## src/rtl/vram_sync_writer.sv

```systemverilog
// vram_sync_writer: copies CPU-facing VRAM segments into PPU-facing VRAM
// during a sync window, all four segments in parallel.
module vram_sync_writer #(
  parameter int RD_LATENCY = 1,
  parameter int DATA_W     = 128
) (
  input  logic              clk,
  input  logic              reset,
  input  logic              sync_start,
  input  logic [3:0]        sync_mask,
  output logic              sync_active,
  output logic              sync_done,
  output logic [9:0]        c_tilram_addr,
  output logic [10:0]       c_patram_addr,
  output logic [7:0]        c_palram_addr,
  output logic [4:0]        c_sprram_addr,
  output logic              c_tilram_wren,
  output logic              c_patram_wren,
  output logic              c_palram_wren,
  output logic              c_sprram_wren,
  input  logic [DATA_W-1:0] c_tilram_rddata,
  input  logic [DATA_W-1:0] c_patram_rddata,
  input  logic [DATA_W-1:0] c_palram_rddata,
  input  logic [DATA_W-1:0] c_sprram_rddata,
  output logic [9:0]        p_tilram_addr,
  output logic [10:0]       p_patram_addr,
  output logic [7:0]        p_palram_addr,
  output logic [4:0]        p_sprram_addr,
  output logic [DATA_W-1:0] p_tilram_wrdata,
  output logic [DATA_W-1:0] p_patram_wrdata,
  output logic [DATA_W-1:0] p_palram_wrdata,
  output logic [DATA_W-1:0] p_sprram_wrdata,
  output logic              p_tilram_wren,
  output logic              p_patram_wren,
  output logic              p_palram_wren,
  output logic              p_sprram_wren
);

  typedef enum logic [1:0] {IDLE, READ, DRAIN} state_t;

  state_t      state;
  logic [3:0]  mask;
  logic [11:0] rc;

  logic        pv [RD_LATENCY];
  logic [10:0] pi [RD_LATENCY];

  logic        wv;
  logic [10:0] wi;
  logic        last;

  assign wv   = pv[RD_LATENCY-1];
  assign wi   = pi[RD_LATENCY-1];
  assign last = wv && (wi == 11'd2047);

  assign c_tilram_addr = rc[9:0];
  assign c_patram_addr = rc[10:0];
  assign c_palram_addr = rc[7:0];
  assign c_sprram_addr = rc[4:0];

  assign c_tilram_wren = 1'b0;
  assign c_patram_wren = 1'b0;
  assign c_palram_wren = 1'b0;
  assign c_sprram_wren = 1'b0;

  assign p_tilram_addr = wi[9:0];
  assign p_patram_addr = wi[10:0];
  assign p_palram_addr = wi[7:0];
  assign p_sprram_addr = wi[4:0];

  // indices past a segment's depth are read but dropped here
  assign p_tilram_wren = wv & mask[0] & ~wi[10];
  assign p_patram_wren = wv & mask[1];
  assign p_palram_wren = wv & mask[2] & (wi[10:8] == 3'd0);
  assign p_sprram_wren = wv & mask[3] & (wi[10:5] == 6'd0);

  // read data passes straight through, zeroed outside a write slot
  assign p_tilram_wrdata = wv ? c_tilram_rddata : '0;
  assign p_patram_wrdata = wv ? c_patram_rddata : '0;
  assign p_palram_wrdata = wv ? c_palram_rddata : '0;
  assign p_sprram_wrdata = wv ? c_sprram_rddata : '0;

  // control FSM: issue 2048 reads, then wait for the last write slot
  always_ff @(posedge clk) begin
    if (reset) begin
      state       <= IDLE;
      mask        <= 4'd0;
      rc          <= 12'd0;
      sync_active <= 1'b0;
      sync_done   <= 1'b0;
    end else begin
      sync_done <= 1'b0;
      unique case (state)
        IDLE: begin
          if (sync_start) begin
            mask        <= sync_mask;
            rc          <= 12'd0;
            state       <= READ;
            sync_active <= 1'b1;
          end
        end
        READ: begin
          if (rc == 12'd2047) begin
            rc    <= 12'd0;
            state <= DRAIN;
          end else begin
            rc <= rc + 12'd1;
          end
        end
        DRAIN: begin
          if (last) begin
            state       <= IDLE;
            sync_active <= 1'b0;
            sync_done   <= 1'b1;
          end
        end
        default: state <= IDLE;
      endcase
    end
  end

  // delay line matching the CPU-side read latency
  always_ff @(posedge clk) begin
    if (reset) begin
      for (int s = 0; s < RD_LATENCY; s++) begin
        pv[s] <= 1'b0;
        pi[s] <= 11'd0;
      end
    end else begin
      pv[0] <= (state == READ);
      pi[0] <= rc[10:0];
      for (int s = 1; s < RD_LATENCY; s++) begin
        pv[s] <= pv[s-1];
        pi[s] <= pi[s-1];
      end
    end
  end

endmodule

```

## config.mk

```make
export PLATFORM = sky130hd
export DESIGN_NAME = vram_sync_writer
export DESIGN_NICKNAME = d
export VERILOG_FILES = /design/src/rtl/vram_sync_writer.sv
export SDC_FILE = /design/constraint.sdc
export NUM_CORES = 1
export LEC_CHECK = 0
export BUFFER_PORTS_ARGS = -buffer_cell sky130_fd_sc_hd__buf_2
export CAP_MARGIN = 20
export CORE_AREA = 4 4 433 435
export DETAILED_ROUTE_END_ITERATION = 8
export DIE_AREA = 0 0 437 439
export SYNTH_ARGS = -nofsm -noshare
export SYNTH_HDL_FRONTEND = slang
export SYNTH_SLANG_ARGS = --single-unit
```

## constraint.sdc

```tcl
create_clock -name clk -period 4 [get_ports clk]
set_clock_uncertainty 0.2 [all_clocks]
set_input_delay 1 -clock clk [delete_from_list [all_inputs] [get_ports clk]]
set_output_delay 1 -clock clk [all_outputs]
set_load 0.005 [all_outputs]
```

## Yosys cells after proc, flatten, opt, wreduce, memory -nomap -nowiden

Memory sizes are Yosys's and may differ from the RTL's.
Index checks and enable logic that the tools add are counted.
Widths: inputs -> output; s select.

- Add/subtract/negate cells: 1
- $mul: 0
- Div/mod/pow operators: 0
- Magnitude comparators: 0
- Eq/ne operators: 7
- Shifts and indexed selects: 0
- Muxes and demuxes: 22
- Bitwise logic cells: 9
- Reductions and logical operators: 13

Operators with widths:

| cell | count |
|---|---|
| $mux 128 | 4 |
| $mux 12 | 2 |
| $pmux 12 s2 | 1 |
| $add 12x1->12 const B | 1 |
| $eq 12x11->1 const B | 1 |
| $eq 11x11->1 const B | 1 |
| $mux 11 | 1 |
| $reduce_or 11->1 | 1 |
| $mux 1 | 9 |
| $and 1x1->1 | 7 |
| $logic_not 6->1 | 1 |
| $mux 2 | 3 |
| $ne 2x2->1 const B | 3 |
| $pmux 2 s3 | 1 |
| $reduce_and 3->1 | 2 |
| $reduce_and 2->1 | 2 |
| $reduce_bool 2->1 | 2 |
| $logic_not 3->1 | 1 |
| $eq 2x1->1 const B | 1 |
| $eq 2x2->1 const B | 1 |
| $logic_not 2->1 | 1 |
| $not 1->1 | 2 |
| $pmux 1 s2 | 1 |
| $reduce_or 2->1 | 1 |
| 2 further kinds | 2 |

- Flip-flop bits (word level): 20
- Bits in latches: 0
- Memory bits (writable): 12
- Memory bits (read-only): 0
- Input bits: 519
- Logic and storage cells: 59
- Memories kept: 2

Memory list:

| memory | depth | width | rd ports | clocked after Yosys merged registers in | wr ports | RTL line | text |
|---|---|---|---|---|---|---|---|
| pi | 1 | 11 | 1 | 0 | 1 | 46 | `logic [10:0] pi [RD_LATENCY];` |
| pv | 1 | 1 | 1 | 0 | 1 | 45 | `logic pv [RD_LATENCY];` |

## Depth between registers and ports, before layout

Gate-level depths: netlist of the first run.
An unclocked memory read counts as a cell.

- Depth after elaboration: 5
- Mapped depth: 6
- Gate-level depth less buffers: 5

## Least setup slack after synthesis of the first run

OpenSTA, ideal clock, no wires.

- Kind: register -> output
- From: memory pi[0][5]
- To: output p_sprram_wren
- Arrival: 1.209 ns
- Required time: 2.800 ns
- Slack: 1.591 ns
- Cell stages (with the launch flop): 3
- Path through: dfxtp_1 or4b_2 nor4_1

- Cells in the longest elaborated chain, start to end: 3

RTL lines:

| what | RTL line | text |
|---|---|---|
| start: declaration | 46 |  |
| $mem_v2 1x11 | -- |  |
| $logic_not 6->1 | 75 | `assign p_sprram_wren = wv & mask[3] & (wi[10:5] == 6'd0);` |
| $and 1x1->1 | 75 |  |
| end: declaration | 36 | `output logic p_sprram_wren` |

No other way between the ends.

## Worst setup path after layout of the first run

- From: memory pi[0][7]
- To: output p_sprram_wren

Same word-level chain as after synthesis.

==> results.sh, run 1 <==
export IMPL_max_vdd_ir_drop_mv=0.1241
export IMPL_finalSetupViolCount=0
export IMPL_drive_gt1_frac=0.6364
export IMPL_antenna_found_initial=327
export IMPL_slew_violations=0
export IMPL_synth_adder_area_share=0.002396
export IMPL_end_kind="primary output"
export IMPL_fillers=21987
export IMPL_synthSimpleGateAreaFrac=0.6854
export IMPL_post_dp_hpwl_mm=176.9
export IMPL_synth_top_family_by_area="simple AND/OR/NAND/NOR gates"
export IMPL_clk_pin_slew_ns=0.06
export IMPL_postCtsSetupBuffers=0
export IMPL_fp_coreArea_mm2=0.1831
export IMPL_avgRoutedWirePerCell_um=43.01
export IMPL_cp_num_cells=3
export IMPL_clockRootBuffer="clkbuf_16"
export IMPL_hold_viol_final=0
export IMPL_cts_tree="yes"
export IMPL_crit_start="pi[0][7]"
export IMPL_wl_met3_mm=30.37
export IMPL_fp_dieH_um=439
export IMPL_syn_area_mm2=0.005221
export IMPL_fin_crit_sh=0.7868
export IMPL_via_count=11457
export IMPL_wirelength_mm=184.2
export IMPL_grt_usage=0.1824
export IMPL_fmax_ghz=0.3178
export IMPL_hold_path_class="flop to flop"
export IMPL_p_per_area_mw_per_mm2=140.9
export IMPL_core_rowCount=157
export IMPL_io_buffers=1104
export IMPL_path_delay_family="simple AND/OR/NAND/NOR gates"
export IMPL_fp_dieW_um=437
export IMPL_final_util=0.07411
export IMPL_synth_cell_type_count=43
export IMPL_relSlewSlack=0.4409
export IMPL_slowest_delay_ns=0.68
export IMPL_drc_errors=0
export IMPL_synth_ff_type="dfxtp_1"
export IMPL_insertion_delay_ns=0.29
export IMPL_r2r_worst_path_cells=5
export IMPL_syn_avg_cell_area_um2=6.772
export IMPL_synth_mux_area_frac=0.009585
export IMPL_ctsResizeCount=0
export IMPL_worstPathArrival_ns=1.95
export IMPL_ys_seq_area_frac=0.1227
export IMPL_power_leakage_nw=7.313
export IMPL_reg2reg_slack_ns=1.51
export IMPL_start_kind="flop"
export IMPL_dieArea_mm2=0.1918
export IMPL_crit_buf_inv=1
export IMPL_ys_ff_latch=32
export IMPL_gp_congestion=1.123
export IMPL_grt_overflow=0
export IMPL_cts_max_level=2
export IMPL_synth_warnings=0
export IMPL_synth_xor_area_frac=0.003355
export IMPL_synth_compound_area_frac=0.03618
export IMPL_final_instance_count_excl_fill=4283
export IMPL_postCtsHoldBufs=0
export IMPL_critPathMaxFanout=5
export IMPL_grt_pass1_wl_mm=210.1
export IMPL_routed_top_layer="met5"
export IMPL_r2r_start="rc[1]"
export IMPL_numCtsBuffers=5
export IMPL_timing_final_ws_setup_ns=0.8529
export IMPL_first_global_vias=10840
export IMPL_tightestPinTransition_ns=0.8375
export IMPL_reg2reg_to="rc[9]"
export IMPL_drt_iter0_markers=828
export IMPL_clock_path_buffers=2
export IMPL_maxCapViolations=0
export IMPL_finalNetCount=2290
export IMPL_netlist_area_leader_share=0.6147
export IMPL_crit_path_cell_trace="or4b_2, nor4_1, buf_2"
export IMPL_yosys_top_cells_area="and2_1, dfxtp_1, buf_4"
export IMPL_syn_inst=771
export IMPL_area_delta_synth_final_pct=159.9
export IMPL_post_synth_top_area_cell="and2_1"
export IMPL_crit_path_top_delay_cell="or4b_2"
export IMPL_status="finished, final reports clean"
export IMPL_period_needed_ns=3.147
export IMPL_design_area_mm2=0.01357
export IMPL_crit_path_end="p_sprram_wren"
export IMPL_drt_pass1_iterations=5
export IMPL_path_class="flop to primary output"
export IMPL_synth_edf_count=0
export IMPL_start_util=0.02852
export IMPL_cts_sinks=32
export IMPL_grt_max_degree=159
export IMPL_placed_cell_area_mm2=0.01328
export IMPL_postSynth_asyncResetShare=0
export IMPL_ant_nets=0
export IMPL_io_pins=1109
export IMPL_fin_tns_setup_ns=0
export IMPL_vias_per_cell=2.675
export IMPL_wl_met2_mm=90.36
export IMPL_pre_cts_slack_ns=1.034
export IMPL_cp_required_ns=2.80
export IMPL_wl_met1_mm=59.20
export IMPL_rsz0062_at_grt="no"
export IMPL_place_inst=4227
power breakdown:
group / internal (mW) / switching [mW]
combinational: 0.413 / 0.696
sequential: 0.326 / 0.0170
clock: 0.293 / 0.167
total: 1.03 / 0.880
flip-flops by register name, summed over array words and instances, names as in the netlist:
signal       flops
mask             4
pi              11
pv               1
rc              12
state            2
sync_active      1
sync_done        1
cells in the mapped netlist (4+ instances only):
cell,number
a21o_1,4
a21oi_1,4
and2_1,513
buf_4,63
clkbuf_1,60
dfxtp_1,32
inv_1,4
mux2i_1,5
nand2_1,8
nand3_1,7
nand4_1,5
nor2_1,8
nor2b_1,12
o21ai_0,8
routing by layer:
metal / vias to the layer above / track usage
met2: 1211 / 0.3285
li1: 4364 / -
met4: 64 / 0.01211
met3: 513 / 0.1345
met1: 5305 / 0.1736
met5: - / 0
final cells by class:
class,instances,area [µm²],share of cell area
antenna,48,120.1,0.008853
tap,2464,3083,0.2272
inverter,4,15.01,0.001107
clock buffer,5,125.1,0.009222
multi-input combinational,613,3862,0.2847
timing repair buffer,1114,5675,0.4183
clock inverter,3,42.54,0.003135
sequential,32,644.4,0.04749
per-stage QoR:
step	hold slack, ns	power (mW)
after floorplan	0.2515	0.5798
after global placement	0.3286	1.508
after detailed placement	0.3145	1.474
after CTS	0.3306	1.948
after global routing	0.3447	2.009
final	0.3106	1.911
layout by cell type, fill, tap and decap left out, types with 6 or more instances in the layout:
master,synthesis,layout
buf_12,0,6
nand2_1,8,8
and2_1,513,513
o21ai_0,8,8
nor2b_1,12,12
buf_2,1,1104
nor2_1,8,8
diode_2,0,48
dfxtp_1,32,31
nand3_1,7,7
worst register-to-register path, cell delays in order, from the launching register on:
cell and delay (ns):
dfxtp_1 0.80, ha_1 0.41, and4_1 0.34, and4_1 0.33, a21o_1 0.18, o21ai_0 0.11
worst min-delay path by stage:
stage	startpoint	depth (start not counted)	endpoint	slack, ns
2_1_floorplan	mask[1]	2	mask[1]	0.25
3_3_place_gp	rc[11]	1	rc[11]	0.33
3_5_place_dp	mask[2]	2	mask[2]	0.31
4_1_cts	mask[2]	2	mask[2]	0.33
5_1_grt	mask[2]	2	mask[2]	0.34
6_report	mask[2]	2	mask[2]	0.31
logic make-up (layout without fill, tap and decap cells):
group | count (synthesis) | count (layout)
compound gates | 27 | 27
flops | 32 | 32
simple gates | 574 | 574
other cells | 1 | 52
buf+inv | 129 | 1126
xor+xnor | 2 | 2
mux | 5 | 5
fa+ha+maj | 1 | 1
(Power assumes the default switching activity.)
==> run 2: changes to the inputs <==
Settings changed: CORE_AREA 4 4 433 435 to 4 4 426 428, DIE_AREA 0 0 437 439 to 0 0 430 432.
Clock period 4 ns to 2.6 ns, I/O delays scaled along.
==> run 2 against run 1 <==
Compared with the run above:
- design area increased by 0.61%
- total power is 50% higher
- clock power rose by 48%
- die area decreased by 3.2%
- setup slack lost 0.80 ns
- global-route usage decreased by 0.82 points
==> results.sh, run 2 (synthesized netlist as in run 1, its figures left out) <==
export IMPL_antenna_found_initial=316
export IMPL_slew_violations=0
export IMPL_cts_tree="yes"
export IMPL_vias_per_cell=2.687
export IMPL_design_area_mm2=0.01365
export IMPL_ant_nets=0
export IMPL_fp_coreArea_mm2=0.1778
export IMPL_placed_cell_area_mm2=0.01334
export IMPL_via_count=11247
export IMPL_wirelength_mm=171.1
export IMPL_clk_pin_slew_ns=0.06
export IMPL_relSlewSlack=0.6083
export IMPL_path_class="flop to primary output"
export IMPL_top_register="rc"
export IMPL_period_needed_ns=2.544
export IMPL_start_kind="flop"
export IMPL_worstPathArrival_ns=1.69
export IMPL_hold_path_class="flop to flop"
export IMPL_finalSetupViolCount=0
export IMPL_maxCapViolations=0
export IMPL_insertion_delay_ns=0.28
export IMPL_rsz0062_at_grt="no"
export IMPL_core_rowCount=155
export IMPL_first_global_vias=10032
export IMPL_hold_viol_final=0
export IMPL_max_vdd_ir_drop_mv=0.1781
export IMPL_numCtsBuffers=5
export IMPL_power_leakage_nw=7.475
export IMPL_finalNetCount=2317
export IMPL_start_util=0.02936
export IMPL_gp_congestion=1.264
export IMPL_io_pins=1109
export IMPL_clockRootBuffer="clkbuf_16"
export IMPL_final_cell_mix="buf_2, and2_1, dfxtp_1"
export IMPL_crit_path_top_delay_cell="or4b_2"
export IMPL_slowest_delay_ns=0.66
export IMPL_top_regs="rc (12), pi (11), mask (4)"
export IMPL_crit_buf_inv=1
export IMPL_cp_required_ns=1.75
export IMPL_avgRoutedWirePerCell_um=40.88
export IMPL_grt_usage=0.1742
export IMPL_cts_sinks=32
export IMPL_p_per_area_mw_per_mm2=209.9
export IMPL_largest_reg_flops=12
export IMPL_clock_path_buffers=2
export IMPL_cts_max_level=2
export IMPL_grt_max_degree=77
export IMPL_post_dp_hpwl_mm=163.7
export IMPL_fin_crit_sh=0.9783
export IMPL_fmax_ghz=0.3931
export IMPL_layout_commonest_cell="buf_2"
export IMPL_drive_gt1_frac=0.6435
export IMPL_io_buffers=1104
export IMPL_drt_pass1_iterations=5
export IMPL_area_delta_synth_final_pct=161.4
export IMPL_fp_dieW_um=430
export IMPL_dieArea_mm2=0.1858
export IMPL_tightestPinTransition_ns=0.5868
export IMPL_drc_errors=0
export IMPL_fin_tns_setup_ns=0
export IMPL_status="finished, final reports clean"
export IMPL_crit_path_cell_trace="or4b_2, nor4_1, buf_2"
export IMPL_worst_hold_slack_ns=0.2937
export IMPL_path_delay_family="simple AND/OR/NAND/NOR gates"
export IMPL_end_kind="primary output"
export IMPL_grt_overflow=0
export IMPL_fp_dieH_um=432
export IMPL_grt_pass1_wl_mm=191.5
export IMPL_drt_iter0_markers=692
export IMPL_critPathMaxFanout=2
-- run 2: cell types whose count changed in the layout (fill, tap and decap cells not counted), sizes merged --
cell      before   now
buf         1114  1139
diode         48    33
clkbuf         5     8
clkinvlp       1     0
-- run 2: layer usage --
metal,global-route usage,part of all wire
met4,0.009475,0.019
met2,0.2737,0.43
met3,0.1247,0.16
met5,0.01613,0.0061
met1,0.1993,0.39
-- run 2: path summary, 6_finish.rpt --
kind / start / to / slack (ns) / cells after the start
worst min register to register: mask[2] / mask[2] / 0.29 / 2
worst min-delay path: mask[2] / mask[2] / 0.29 / 2
worst max-delay path: pi[0][5] / p_sprram_wren / 0.06 / 3
worst max register to register: rc[9] / rc[11] / 0.61 / 4
-- run 2: what timing repair did --
item,CTS,global route
setup buffers,0,2
hold buffers,0,0
cloned,0,1
setup endpoints to repair,4,31
gates resized for setup,4,4
-- run 2: layout make-up --
cell class,count,area (µm²)
diodes,33,82.58
clock buffers,6,128.9
clock inverters,2,35.03
fillers,21142,164200
inverters,4,15.01
multi-input cells,613,3872
flip-flops and latches,32,644.4
well taps,2355,2947
repair buffers,1141,5926
-- run 2: through the flow --
stage / setup WS, ns / utilization / power, mW / std cells
2_1_floorplan: 0.5406 / - / 0.8920 / 774
3_3_place_gp: 0.2357 / 0.07499 / 2.195 / 4142
3_5_place_dp: 0.2039 / 0.07499 / 2.189 / 4142
4_1_cts: 0.002401 / 0.07597 / 2.884 / 4150
5_1_grt: 0.01284 / 0.07639 / 3.003 / 4160
6_report: 0.05644 / 0.07676 / 2.865 / 4186
-- run 2: worst register-to-register path: stages, from the launching register on --
cell,delay [ns]
dfxtp_1,0.69
nand3_1,0.15
or4_1,0.48
a21o_1,0.21
a21o_1,0.16
-- run 2: power by group --
part           total (mW)  internal [mW]  switching (mW)
logic                1.67          0.657            1.01
clock network       0.681          0.451           0.230
registers           0.515          0.501          0.0137
total                2.86           1.61            1.26
==> run 3: changes to the inputs <==
Clock period 2.6 ns to 2.3 ns, I/O delays scaled along.
==> run 3 against run 2 <==
Compared with the run above:
- the flow now finishes with violations (setup timing)
- critical path depth rose by 2
- count of clock-buffer cells in the layout is 1 lower
- sequential power rose by 14%
- worst hold slack better by 0.030 ns
- core utilization up 1.5 points
- first-iteration DRC count is 6.6% lower
- sequential share of layout area decreased by 0.75 points
- critical endpoint is now p_palram_wrdata[69]
- largest cell class unchanged
- highest routed layer unchanged
==> results.sh, run 3 (synthesized netlist as in run 1, its figures left out) <==
export IMPL_status="finished with violations"
export IMPL_failed_checks="setup timing"
export IMPL_max_vdd_ir_drop_mv=0.2179
export IMPL_cp_required_ns=1.52
export IMPL_relSlewSlack=0.6455
export IMPL_drc_errors=0
export IMPL_clockRootBuffer="clkbuf_16"
export IMPL_period_needed_ns=2.404
export IMPL_final_instance_count_excl_fill=4257
export IMPL_ant_nets=0
export IMPL_numCtsBuffers=5
export IMPL_power_leakage_nw=8.369
export IMPL_cts_tree="yes"
export IMPL_antenna_found_initial=308
export IMPL_place_inst=4152
export IMPL_grt_overflow=0
export IMPL_top_register="rc"
export IMPL_drive_gt1_frac=0.7433
export IMPL_maxCapViolations=0
export IMPL_fp_coreArea_mm2=0.1778
export IMPL_finalNetCount=2373
export IMPL_drt_iter0_markers=646
export IMPL_wl_met1_mm=71.78
export IMPL_cts_sinks=32
export IMPL_fmax_ghz=0.4160
export IMPL_finalPower_mw=3.842
export IMPL_cts_max_level=2
export IMPL_drt_pass1_iterations=4
export IMPL_post_dp_hpwl_mm=180.7
export IMPL_fp_dieH_um=432
export IMPL_area_delta_synth_final_pct=211.1
export IMPL_wirelength_mm=195.5
export IMPL_largest_reg_flops=12
export IMPL_io_pins=1109
export IMPL_fillers=20979
export IMPL_fp_dieW_um=430
export IMPL_core_rowCount=155
export IMPL_wl_met3_mm=28.40
export IMPL_start_kind="flop"
export IMPL_hold_viol_final=0
export IMPL_wl_met2_mm=90.29
export IMPL_via_count=11753
export IMPL_dieArea_mm2=0.1858
export IMPL_grt_usage=0.1979
export IMPL_tightestPinTransition_ns=0.5311
export IMPL_design_area_mm2=0.01624
export IMPL_placed_cell_area_mm2=0.01350
export IMPL_start_util=0.02936
export IMPL_insertion_delay_ns=0.30
export IMPL_worstPathArrival_ns=1.63
export IMPL_routed_top_layer="met5"
export IMPL_fin_crit_sh=1.045
export IMPL_layout_commonest_cell="buf_2"
export IMPL_final_cell_mix="buf_2, and2_1, and2_4"
export IMPL_finalSetupViolCount=221
export IMPL_gp_congestion=0.9932
export IMPL_first_global_vias=11631
export IMPL_clock_path_buffers=2
export IMPL_io_buffers=1104
export IMPL_hold_path_class="flop to flop"
export IMPL_rsz0062_at_grt="yes"
export IMPL_clk_pin_slew_ns=0.07
export IMPL_avgRoutedWirePerCell_um=45.92
export IMPL_path_class="flop to primary output"
export IMPL_vias_per_cell=2.761
export IMPL_multi_input_area_mm2=0.004308
export IMPL_timing_final_ws_setup_ns=-0.1037
export IMPL_grt_max_degree=39
export IMPL_critPathMaxFanout=13
export IMPL_end_kind="primary output"
export IMPL_top_regs="rc (12), pi (11), mask (4)"
export IMPL_grt_pass1_wl_mm=220.7
export IMPL_slew_violations=0
export IMPL_worst_hold_slack_ns=0.3233
export IMPL_p_per_area_mw_per_mm2=236.5
export IMPL_seq_area_um2=645.6
run 3: area by class of cell:
type                            instances  area share
Clock buffer                            5    0.007703
Antenna cell                           48    0.007395
Timing Repair Buffer                 1197      0.4965
Multi-Input combinational cell        613      0.2652
Sequential cell                        32     0.03975
Clock inverter                          3    0.001155
Tap cell                             2355      0.1814
Inverter                                4   0.0009244
run 3: final timing paths:
path | slack, ns | to | startpoint | cells after the start
setup / recovery | -0.10 | p_palram_wrdata[69] | pv[0] | 5
hold / removal | 0.32 | mask[0] | mask[0] | 2
setup reg to reg | 0.13 | rc[3] | rc[0] | 5
hold reg to reg | 0.32 | mask[0] | mask[0] | 2
run 3: worst max-delay path, stage by stage, from the launching register on:
cell       delay [ns]
dfxtp_4          0.40
buf_12           0.13
buf_16           0.16
bufbuf_16        0.30
and2_1           0.18
buf_2            0.15
run 3: where the power goes:
| part | switching [mW] | leakage [nW] | total, mW | internal [mW] |
|---|---|---|---|---|
| clock network | 0.321 | 0.0739 | 0.722 | 0.401 |
| registers | 0.0192 | 0.261 | 0.586 | 0.566 |
| logic | 1.40 | 8.03 | 2.53 | 1.13 |
| total | 1.74 | 8.37 | 3.84 | 2.10 |
run 3: through the flow:
step / TNS [ns] / utilization / setup WS [ns]
final: -7.577 / 0.09134 / -0.1037
after global routing: -22.52 / 0.09074 / -0.1474
after CTS: -15.74 / 0.08301 / -0.1246
after detailed placement: -0.02334 / 0.07593 / -0.02334
after global placement: -0.6411 / 0.07593 / -0.2059
after floorplan: 0 / - / 0.3156
run 3: per-layer routing:
metal | vias to the layer above | global-route usage
li1 | 4543 | -
met1 | 5489 | 0.2093
met2 | 1105 | 0.3330
met3 | 514 | 0.1400
met4 | 102 | 0.01508
met5 | - | 0.008587
run 3: what timing repair did:
action | CTS | global route
gates cloned | 12 | 19
buffers inserted | 14 | 8
pin swaps | 0 | 4
hold buffers | 0 | 0
gates resized for setup | 205 | 320
setup endpoints to repair | 293 | 459
